<file path="src/rtl/latch_exerciser.sv">
// Drives a fixed {S,R,en} vector sequence into an external gated SR latch and
// scores the returned Q/nQ against an internally tracked expected latch state.
module latch_exerciser #(
  parameter int unsigned HOLD = 4
) (
  input  logic       clk,
  input  logic       rst,
  input  logic       start,
  output logic       S,
  output logic       R,
  output logic       en,
  input  logic       Q,
  input  logic       nQ,
  output logic       busy,
  output logic       done,
  output logic       pass,
  output logic [3:0] err_count,
  output logic [3:0] vec_idx
);

  typedef enum logic [1:0] {IDLE, INIT, APPLY, DONE} state_t;

  localparam logic [3:0] LAST_HOLD = 4'(HOLD - 1);
  localparam logic [3:0] LAST_VEC  = 4'd10;

  state_t     state, state_n;
  logic [3:0] hold_cnt, hold_n;
  logic [3:0] idx_n, err_n, err_inc;
  logic       exp_q, exp_n;
  logic       s_n, r_n, en_n, busy_n, done_n, pass_n;
  logic       last_hold, mismatch;
  logic [2:0] drv;

  function automatic logic [2:0] vec_drive(input logic [3:0] idx);
    case (idx)
      4'd0:    vec_drive = 3'b000;
      4'd1:    vec_drive = 3'b010;
      4'd2:    vec_drive = 3'b100;
      4'd3:    vec_drive = 3'b110;
      4'd4:    vec_drive = 3'b101;
      4'd5:    vec_drive = 3'b000;
      4'd6:    vec_drive = 3'b011;
      4'd7:    vec_drive = 3'b001;
      4'd8:    vec_drive = 3'b101;
      4'd9:    vec_drive = 3'b001;
      4'd10:   vec_drive = 3'b101;
      default: vec_drive = 3'b000;
    endcase
  endfunction

  // Expected latch state once a {S,R,en} vector has been applied.
  function automatic logic exp_after(input logic cur, input logic [2:0] d);
    if (d[0] && d[2] && !d[1])      exp_after = 1'b1;
    else if (d[0] && !d[2] && d[1]) exp_after = 1'b0;
    else                            exp_after = cur;
  endfunction

  always_comb begin
    state_n   = state;
    hold_n    = hold_cnt;
    idx_n     = vec_idx;
    err_n     = err_count;
    exp_n     = exp_q;
    s_n       = S;
    r_n       = R;
    en_n      = en;
    busy_n    = busy;
    done_n    = done;
    pass_n    = pass;
    drv       = 3'b000;
    last_hold = (hold_cnt == LAST_HOLD);
    mismatch  = (Q != exp_q) || (nQ != ~exp_q);
    err_inc   = (err_count == 4'hF) ? 4'hF : err_count + 4'd1;

    unique case (state)
      IDLE, DONE: begin
        if (start) begin
          state_n = INIT;
          hold_n  = '0;
          idx_n   = '0;
          err_n   = '0;
          exp_n   = 1'b0;
          {s_n, r_n, en_n} = 3'b011;
          busy_n  = 1'b1;
          done_n  = 1'b0;
          pass_n  = 1'b0;
        end
      end
      INIT: begin
        if (last_hold) begin
          if (mismatch) err_n = err_inc;
          state_n = APPLY;
          hold_n  = '0;
          idx_n   = '0;
          drv     = vec_drive(4'd0);
          {s_n, r_n, en_n} = drv;
          exp_n   = exp_after(exp_q, drv);
        end else begin
          hold_n = hold_cnt + 4'd1;
        end
      end
      APPLY: begin
        if (last_hold) begin
          if (mismatch) err_n = err_inc;
          hold_n = '0;
          if (vec_idx == LAST_VEC) begin
            state_n = DONE;
            idx_n   = '0;
            {s_n, r_n, en_n} = 3'b000;
            busy_n  = 1'b0;
            done_n  = 1'b1;
            pass_n  = (err_n == '0);
          end else begin
            // exp_q moves with the vector being launched, not the one just scored
            idx_n = vec_idx + 4'd1;
            drv   = vec_drive(idx_n);
            {s_n, r_n, en_n} = drv;
            exp_n = exp_after(exp_q, drv);
          end
        end else begin
          hold_n = hold_cnt + 4'd1;
        end
      end
      default: state_n = IDLE;
    endcase
  end

  always_ff @(posedge clk) begin
    if (rst) begin
      state     <= IDLE;
      hold_cnt  <= '0;
      vec_idx   <= '0;
      err_count <= '0;
      exp_q     <= 1'b0;
      S         <= 1'b0;
      R         <= 1'b0;
      en        <= 1'b0;
      busy      <= 1'b0;
      done      <= 1'b0;
      pass      <= 1'b0;
    end else begin
      state     <= state_n;
      hold_cnt  <= hold_n;
      vec_idx   <= idx_n;
      err_count <= err_n;
      exp_q     <= exp_n;
      S         <= s_n;
      R         <= r_n;
      en        <= en_n;
      busy      <= busy_n;
      done      <= done_n;
      pass      <= pass_n;
    end
  end

endmodule

</file>
<file path="config.mk">
export PLATFORM = sky130hd
export DESIGN_NAME = latch_exerciser
export DESIGN_NICKNAME = d
export VERILOG_FILES = /design/src/rtl/latch_exerciser.sv
export SDC_FILE = /design/constraint.sdc
export NUM_CORES = 1
export LEC_CHECK = 0
export BUFFER_PORTS_ARGS = -buffer_cell sky130_fd_sc_hd__clkbuf_2
export CAP_MARGIN = 30
export CORE_UTILIZATION = 45
export DETAILED_ROUTE_END_ITERATION = 6
export PLACE_DENSITY = 0.65
export SYNTH_ARGS = -nofsm -noshare
export SYNTH_HDL_FRONTEND = slang
export SYNTH_SLANG_ARGS = --single-unit
</file>
<file path="constraint.sdc">
create_clock -name clk -period 2.39 [get_ports clk]
set_clock_uncertainty 0.1 [all_clocks]
set_input_delay 0.478 -clock clk [delete_from_list [all_inputs] [get_ports clk]]
set_output_delay 0.478 -clock clk [all_outputs]
set_load 0.05 [all_outputs]
</file>
==> reports/metrics.yaml, run 1 <==
rsz0062_at_grt: "false"
violations: "DRC"
synth_ff_type: "dfxtp_1"
synth-edff-count: 0
reg2reg_slack_ps: 270
slowest_stage: "or4b_1"
nFillCells: 288
finalHoldViolCount: 0
worstSkewPairLatency_ps: 310
cts_buffer_depth: 2
viasPerCell: 5.86
layout.cells.non_filler: 226
nets: 212
clock.fmax_ghz: 0.471
initial_core_util: 0.492
vias: 1324
dp_hpwl_um: 2280
worst_pin_slew_ps: 516
dpl.cell_count: 222
startpoint_type: "flip-flop"
relSlewSlack: 0.653
core_sq_mm: 0.00285
wl_met2_um: 1450
synth_nets: 188
top_layer: "met4"
die_h_um: 57.9
htreeDepth: 1
die-area_sq_mm: 0.00335
cts_root_buf: "clkbuf_4"
critPathKind: "reg -> reg"
hold_start: "start"
grt_remaining_overflow: 0
place.gp.congestion: 0.853
ys_seq_area_frac: 0.299
hp-class: "in -> reg"
leakagePower_nw: 0.638
ys_ff_latch: 21
endpoint_kind: "flip-flop"
ant_nets: 0
clk_pin_slew_ps: 120
grt_pass1_wl_um: 5290
first_pass_iters: 6
wl_met1_um: 1500
reg2reg_depth: 5
netlist_instances: 172
dp_slack_ps: 223
min_period_ps: 2120
detail_route.wl_per_cell_um: 14.0
r2r_start: "vec_idx[1]"
grt_pass1_vias: 1187
critPathRequiredTime_ps: 2530
antenna_found_initial: 0
grt_max_degree: 23
cts_tree: "built"
whs_ps: 321
clock-sinks: 21
cp-startpoint: "vec_idx[1]"
powerDensity_mw_per_mm2: 935
drt_iter0_markers: 88
grt_usage: 0.202
critical_path_peak_fanout: 10
wl_met3_um: 164
yosys_warnings: 0
finalSetupTns_ps: 0
wl_um: 3160
die_w_um: 57.9
n_antenna_cell: 0
power_mw: 1.48
postCtsHoldBufs: 0
port_buffers: 18
ioPinCount: 19
rows: 19
arrival_ps: 2260
finalMaxSlewViolations: 0
cts_made_buffers: 3
crit_chain: "ha_2 > xnor2_2 > or4b_1 > a211o_1 > a221oi_2"
maxCapViolCount: 0
ys_types: 49
finalSetupViolations: 0
syn_to_final_growth_pct: 12.7
outcome: "complete, but fails checks"
drc_errors: 1
cpPeakStageDelay_ps: 510
drive_above_1_share: 0.200
post-route-period-util: 0.887
avgSynthCellArea_sq_um: 8.16
synth_area_sq_mm: 0.00140
async_reset_ff_frac: 0
setup_slack_ps: 269
vdd_drop_max_mv: 0.629
holdPathStages: 3
==> flip-flops by register name, indices dropped and copies added, names as in the netlist, 2 cells and up <==
signal     flops
err_count      4
hold_cnt       4
vec_idx        4
state          2
==> final timing paths <==
kind,endpoint
max,exp_q
min,busy
max reg2reg,exp_q
min reg2reg,busy
==> per-layer routing <==
metal / GRT usage / up-vias
met5: 0 / -
met4: 0.0986 / 0
met3: 0.0357 / 5
met2: 0.327 / 35
met1: 0.260 / 613
li1: - / 671
==> report_power, final <==
group	switching (mW)	internal (mW)
combinational	0.540	0.289
sequential	0.0580	0.416
clock	0.112	0.0652
==> what timing repair did <==
action,4_1_cts,5_1_grt
setup buffers,0,0
resized for setup,0,1
endpoints found under the setup margin,0,1
==> final cells by class <==
class,count,area (sq um),share of cell area
multi-input cells,137,918,0.580
inverters,7,26.3,0.0166
repair buffers,26,150,0.0949
clock buffers,4,26.3,0.0166
well taps,31,38.8,0.0245
flip-flops and latches,21,423,0.267
==> cell usage in the layout (no fill, tap or decap), drive strengths merged, types with 2 or more instances in the layout <==
cell    synthesis  layout
nor2           29      29
clkbuf          3      22
dfxtp          21      21
a21oi          14      14
ha             11      11
nand2           8       8
buf             4       8
o21ai           8       8
inv             7       7
nand3           6       6
nor3b           6       6
nand2b          5       5
a22oi           5       5
nor2b           5       5
nor3            3       3
a221oi          3       3
nand3b          2       2
o32ai           2       2
mux2i           2       2
a222oi          2       2
a31o            2       2
or3             2       2
xnor2           2       2
==> synth_stat cells, types with 2 or more instances <==
library cell | n | area, sq um
nor3b_1 | 5 | 37.5
a22oi_1 | 5 | 37.5
nand3b_1 | 2 | 15.0
ha_1 | 11 | 138
o32ai_1 | 2 | 17.5
mux2i_1 | 2 | 20.0
o21ai_1 | 2 | 10.0
nand2b_1 | 5 | 31.3
clkbuf_1 | 3 | 11.3
o21ai_0 | 6 | 30.0
a221oi_1 | 2 | 17.5
nand2_1 | 8 | 30.0
nor3_1 | 3 | 15.0
nor2b_1 | 5 | 31.3
dfxtp_1 | 21 | 420
or3_1 | 2 | 12.5
a31o_2 | 2 | 17.5
a222oi_1 | 2 | 20.0
inv_1 | 7 | 26.3
nand3_1 | 6 | 30.0
buf_4 | 2 | 15.0
a21oi_1 | 14 | 70.1
nor2_1 | 29 | 109
==> cell families (layout without fill, tap and decap cells) <==
logic type | count (synthesis) | in the layout | share of synthesized area
xor+xnor | 3 | 3 | 0.0241
buf+inv | 14 | 37 | 0.0481
flops | 21 | 21 | 0.299
compound gates | 48 | 48 | 0.235
simple gates | 72 | 72 | 0.273
fa+ha+maj | 11 | 11 | 0.0980
mux | 3 | 3 | 0.0223
==> worst max-delay path, delay by kind of cell, from the launching register on <==
kind	cells	cell delay [ps]
AO/OA/AOI/OAI	2	520
XOR/XNOR	1	130
adder cells (fa/ha/maj)	1	340
flip-flops	1	450
AND/OR/NAND/NOR	1	510
==> per-stage QoR <==
step / area, sq um / util
after CTS: 1580 / 0.554
final: 1580 / 0.555
after global routing: 1580 / 0.555
after global placement: 1550 / 0.545
after detailed placement: 1550 / 0.545
after floorplan: 1410 / -
No activity file was read; power rests on OpenSTA's default activity.
==> inputs of run 2 (changes only) <==
--- a/config.mk
+++ b/config.mk
@@ -7,9 +7,10 @@
 export LEC_CHECK = 0
 export BUFFER_PORTS_ARGS = -buffer_cell sky130_fd_sc_hd__clkbuf_2
 export CAP_MARGIN = 30
-export CORE_UTILIZATION = 45
+export CORE_UTILIZATION = 40
+export CTS_CLUSTER_SIZE = 8
 export DETAILED_ROUTE_END_ITERATION = 6
-export PLACE_DENSITY = 0.65
+export PLACE_DENSITY = 0.59
 export SYNTH_ARGS = -nofsm -noshare
 export SYNTH_HDL_FRONTEND = slang
 export SYNTH_SLANG_ARGS = --single-unit
==> run 2 against run 1 <==
Net effect:
- via count is 3.2% lower
- combinational power shrank 2%
- die area grew 12%
- critical path type unchanged
- sequential share of layout area about the same
- core utilization fell by 8.0 points
- register-to-register slack worse by 60 ps
- power shrank 1.2%
- the run now ends clean
- sequential power is essentially flat
- final area is essentially flat
- setup slack got worse by 60 ps
- largest power group unchanged
- non-clock buffer count decreased by 2
- fmax shrank 2.8%
==> reports/metrics.yaml, run 2 (same netlist as run 1, synthesis figures left out) <==
cpPeakStageDelay_ps: 510  # about the same
critPathRequiredTime_ps: 2520  # about the same
p_comb_frac: 0.558  # -0.002
worst_pin_slew_ps: 513  # -3.59 ps
cts_setup_buffers: 0  # unchanged
whs_ps: 340  # +18.8 ps
path_buf_inv: 0  # unchanged
clk_pin_slew_ps: 110  # about the same
initial_core_util: 0.421  # -0.0714
p_switching_uw: 698  # -1.7%
fin_util: 0.475  # -0.0801
seq_power_share: 0.325  # +0.005
nFillCells: 363  # +26%
core_sq_mm: 0.00334  # +17%
final_cell_mix: "nor2_1 (29), dfxtp_1 (19), clkbuf_2 (18)"
cts_buffer_depth: 2  # unchanged
clock-sinks: 21  # unchanged
maxCapViolCount: 0  # unchanged
htreeDepth: 1  # unchanged
finalSetupViolations: 0  # unchanged
finalMaxSlewViolations: 0  # unchanged
intPower_uw: 764  # -0.78%
dp_hpwl_um: 2300  # +1.1%
grt_max_degree: 23  # unchanged
nets: 210  # -0.94%
gr-usage-met1: 0.223  # -0.0374
hp-class: "in -> reg"
cts_root_buf: "clkbuf_4"
globalRouteMet3Util: 0.0462  # +0.0105
arrival_ps: 2310  # +50 ps
finalHoldViolCount: 0  # unchanged
port_buffers: 18  # unchanged
grt_usage: 0.178  # -0.0236
clock.fmax_ghz: 0.458  # -2.8%
viasPerCell: 5.36  # -8.4%
outcome: "finished, final reports clean"
post-route-period-util: 0.913  # +0.0253
crit_chain: "ha_1 > xnor2_2 > or4b_1 > a211o_1 > a221oi_2"
critical_path_peak_fanout: 10  # unchanged
die_h_um: 61.2  # +5.9%
antenna_found_initial: 0  # unchanged
switching_share: 0.477  # -0.00224
detail_route.wl_per_cell_um: 12.8  # -8.5%
layout.cells.most_common: "nor2_1"
first_pass_iters: 4  # -2
endpoint_kind: "flip-flop"
place.gp.congestion: 0.804  # -5.8%
crit_family: "simple AND/OR/NAND/NOR gates"
cts_tree: "built"
cts-resized-gates: 0  # unchanged
leakagePower_nw: 0.630  # -1.2%
startpoint_type: "flip-flop"
rows: 21  # +2
die-area_sq_mm: 0.00375  # +12%
critPathKind: "reg -> reg"
grt_util_met2: 0.314  # -0.0131
powerDensity_mw_per_mm2: 923  # -1.3%
slowest_stage: "or4b_1"
vdd_drop_max_mv: 0.523  # -17%
ant_nets: 0  # unchanged
drc_errors: 0  # -1
grt_pass1_vias: 1116  # -6.0%
grt_pass1_wl_um: 4970  # -6.0%
drt_iter0_markers: 71  # -19%
grt_remaining_overflow: 0  # unchanged
min_period_ps: 2180  # +60.5 ps
finalSetupTns_ps: 0  # unchanged
postCtsHoldBufs: 0  # unchanged
wl_um: 3060  # -3.2%
rsz0062_at_grt: "false"
n_antenna_cell: 0  # unchanged
worstSkewPairLatency_ps: 300  # about the same
vias: 1282  # -3.2%
top_regs: "err_count: 4 flops, hold_cnt: 4 flops, vec_idx: 4 flops"
busiest_layer: "met2"
syn_to_final_growth_pct: 12.8  # about the same
p_clk_frac: 0.117  # -0.003
drive_above_1_share: 0.187  # -0.0135
relSlewSlack: 0.657  # +0.00360
ioPinCount: 19  # unchanged
die_w_um: 61.2  # +5.9%
cts_made_buffers: 3  # unchanged
run 2: cell types whose count changed in the layout (fill, tap and decap cells not counted), sizes merged:
cell | before | now
buf | 8 | 6
run 2: power by group through the flow:
stage	logic (mW)	registers [mW]	clock network, mW
after floorplan	0.471	0.605	0
after global placement	0.804	0.480	0
after detailed placement	0.813	0.484	0
after CTS	0.818	0.476	0.187
after global routing	0.917	0.488	0.191
final	0.816	0.476	0.171
run 2: final timing paths:
| check | from | to | slack [ps] | depth (start not counted) |
|---|---|---|---|---|
| max reg2reg | vec_idx[0] | exp_q | 210 | 5 |
| max | vec_idx[0] | exp_q | 210 | 5 |
| min | start | busy | 340 | 3 |
| min reg2reg | busy | busy | 390 | 2 |
run 2: final cells by class:
type / instances / area [sq um] / share of cell area
Clock buffer: 4 / 26.3 / 0.0166
Tap cell: 46 / 57.6 / 0.0363
Inverter: 7 / 26.3 / 0.0166
Timing Repair Buffer: 24 / 135 / 0.0853
Sequential cell: 21 / 423 / 0.267
Multi-Input combinational cell: 137 / 916 / 0.578
run 2: worst min-delay path, cell delays in order:
cell	delay (ps)
clkbuf_2	100
nand2_1	70
a21oi_1	60
run 2: layer usage:
| layer | wire length [um] | share of wire |
|---|---|---|
| met3 | 119 | 0.039 |
| met1 | 1490 | 0.49 |
| met2 | 1410 | 0.46 |
| met5 | 0 | 0 |
| met4 | 34 | 0.011 |
run 2: through the flow:
step / instance area, sq um / instances / total power [mW] / setup WS, ps
2_1_floorplan: 1410 / 172 / 1.08 / 215
3_3_place_gp: 1560 / 235 / 1.28 / 273
3_5_place_dp: 1560 / 235 / 1.30 / 235
4_1_cts: 1580 / 239 / 1.48 / 195
5_1_grt: 1580 / 239 / 1.60 / 56.3
6_report: 1580 / 239 / 1.46 / 208
==> inputs of run 3 (changes only) <==
==> config.mk (replaced) <==
export PLATFORM = sky130hd
export DESIGN_NAME = latch_exerciser
export DESIGN_NICKNAME = d
export VERILOG_FILES = /design/src/rtl/latch_exerciser.sv
export SDC_FILE = /design/constraint.sdc
export NUM_CORES = 1
export LEC_CHECK = 0
export CAP_MARGIN = 30
export CORE_UTILIZATION = 40
export CTS_CLUSTER_SIZE = 8
export DETAILED_ROUTE_END_ITERATION = 6
export DONT_BUFFER_PORTS = 1
export PLACE_DENSITY = 0.54
export SETUP_SLACK_MARGIN = 0.1
export SYNTH_ARGS = -nofsm -noshare
export SYNTH_HDL_FRONTEND = slang
export SYNTH_SLANG_ARGS = --single-unit
==> run 3 against run 2 <==
Net effect:
- wire length rose by 7.3%
- sequential share of layout area rose by 0.34 points
- fmax rose by 3.5%
- combinational power fell by 14%
- power fell by 2.0%
- final area fell by 1.3%
- setup slack improved by 74 ps
- register-to-register slack improved by 70 ps
==> reports/metrics.yaml, run 3 (same netlist as run 1, synthesis figures left out) <==
finalSetupTns_ps: 0  # unchanged
power_mw: 1.43  # -2.0%
viasPerCell: 5.65  # +5.3%
die_w_um: 61.2  # unchanged
vdd_drop_max_mv: 0.706  # +35%
critPathRequiredTime_ps: 2510  # about the same
port_buffers: 0  # -18
drc_errors: 0  # unchanged
hold_start: "rst"
htreeDepth: 1  # unchanged
grt_pass1_wl_um: 5300  # +6.7%
drt_iter0_markers: 48  # -32%
worstSkewPairLatency_ps: 300  # about the same
first_pass_iters: 5  # +1
detail_route.wl_per_cell_um: 14.3  # +11%
core_sq_mm: 0.00334  # unchanged
drive_above_1_share: 0.152  # -0.0344
powerDensity_mw_per_mm2: 916  # -0.77%
reg2reg_depth: 7  # +2
critical_path_peak_fanout: 11  # +1
nets: 201  # -4.3%
layout.cells.most_common: "nor2_1"
relSlewSlack: 0.656  # -0.00119
layout.cells.non_filler: 230  # -3.8%
grt_max_degree: 23  # unchanged
dpl_cell_area_sq_mm: 0.00154  # -1.4%
reg2reg_slack_ps: 280  # +70 ps
cts_tree: "built"
ant_nets: 0  # unchanged
hp-class: "in -> reg"
finalHoldViolCount: 0  # unchanged
final_cell_mix: "nor2_1 (29), dfxtp_1 (19), buf_4 (15)"
r2r_start: "state[0]"
syn_to_final_growth_pct: 11.4
final_cell_area_sq_mm: 0.00156  # -1.3%
hold_path_end: "vec_idx[0]"
top_regs: "err_count: 4 flops, hold_cnt: 4 flops, vec_idx: 4 flops"
cts_root_buf: "clkbuf_4"
grt_pass1_vias: 1217  # +9.1%
clk_pin_slew_ps: 110  # about the same
clock-sinks: 21  # unchanged
dpl.cell_count: 226  # -3.8%
startpoint_type: "flip-flop"
grt_remaining_overflow: 0  # unchanged
cts_made_buffers: 3  # unchanged
postCtsHoldBufs: 0  # unchanged
die-area_sq_mm: 0.00375  # unchanged
leakagePower_nw: 0.598  # -5.1%
worst_pin_slew_ps: 516  # +2.98 ps
rsz0062_at_grt: "false"
clock.fmax_ghz: 0.474  # +3.5%
wl_um: 3280  # +7.3%
place.gp.congestion: 0.798  # -0.75%
finalMaxSlewViolations: 0  # unchanged
grt_usage: 0.191  # +0.0121
endpoint_kind: "flip-flop"
fin_util: 0.469  # -0.00600
n_antenna_cell: 0  # unchanged
finalSetupViolations: 0  # unchanged
r2r_end: "exp_q"
holdPathStages: 1  # -2
rows: 21  # unchanged
nFillCells: 358  # -1.4%
dp_hpwl_um: 2480  # +7.9%
post-route-period-util: 0.882  # -0.0308
maxCapViolCount: 0  # unchanged
cts_buffer_depth: 2  # unchanged
ioPinCount: 19  # unchanged
die_h_um: 61.2  # unchanged
antenna_found_initial: 0  # unchanged
critPathKind: "reg -> reg"
initial_core_util: 0.421  # unchanged
outcome: "finished, final reports clean"
vias: 1299  # +1.3%
min_period_ps: 2110  # -73.7 ps
arrival_ps: 2230  # -80 ps
[run 3: changes by cell type in the layout (fill, tap and decap cells not counted)]
cell,change
ha_1,-1
buf_4,+9
clkbuf_2,-18
ha_2,+1
[run 3: timing repair]
| action | CTS | global route |
|---|---|---|
| setup buffers | 0 | 0 |
| gates resized for setup | 0 | 1 |
| endpoints found under the setup margin | 0 | 1 |
[run 3: worst max path at each step]
stage / from / endpoint / slack (ps) / cells after the start
after floorplan: vec_idx[2] / exp_q / 220 / 5
after global placement: state[0] / exp_q / 360 / 7
after detailed placement: state[0] / exp_q / 250 / 7
after CTS: state[0] / exp_q / 210 / 7
after global routing: state[0] / exp_q / 160 / 7
final: state[0] / exp_q / 280 / 7
[run 3: critical path, cell delays in order (launching register included)]
cell,delay [ps]
dfxtp_1,410
inv_1,60
ha_2,350
nand2b_1,110
o21ai_1,130
or3_1,380
a211o_1,250
a221oi_2,230
[run 3: cell type report]
| type | instances | area (sq um) | share of cell area |
|---|---|---|---|
| clock buffers | 4 | 26.3 | 0.0168 |
| multi-input cells | 137 | 918 | 0.587 |
| flip-flops and latches | 21 | 423 | 0.270 |
| well taps | 46 | 57.6 | 0.0368 |
| inverters | 7 | 26.3 | 0.0168 |
| repair buffers | 15 | 113 | 0.0720 |
[run 3: power by group]
group / internal, mW / switching [mW]
Clock: 0.0651 / 0.105
Combinational: 0.265 / 0.433
Sequential: 0.416 / 0.149
Total: 0.746 / 0.687
[run 3: metal layers]
metal | GRT usage | share of wire
met1 | 0.240 | 0.48
met2 | 0.323 | 0.47
met3 | 0.0525 | 0.048
met4 | 0.0455 | 0.0043
met5 | 0 | 0
[run 3: metrics by stage]
stage / hold slack [ps] / worst slack (ps)
floorplan: 394 / 215
global placement: 419 / 356
detailed placement: 410 / 253
CTS: 107 / 214
global route: 89.8 / 162
finish: 124 / 282
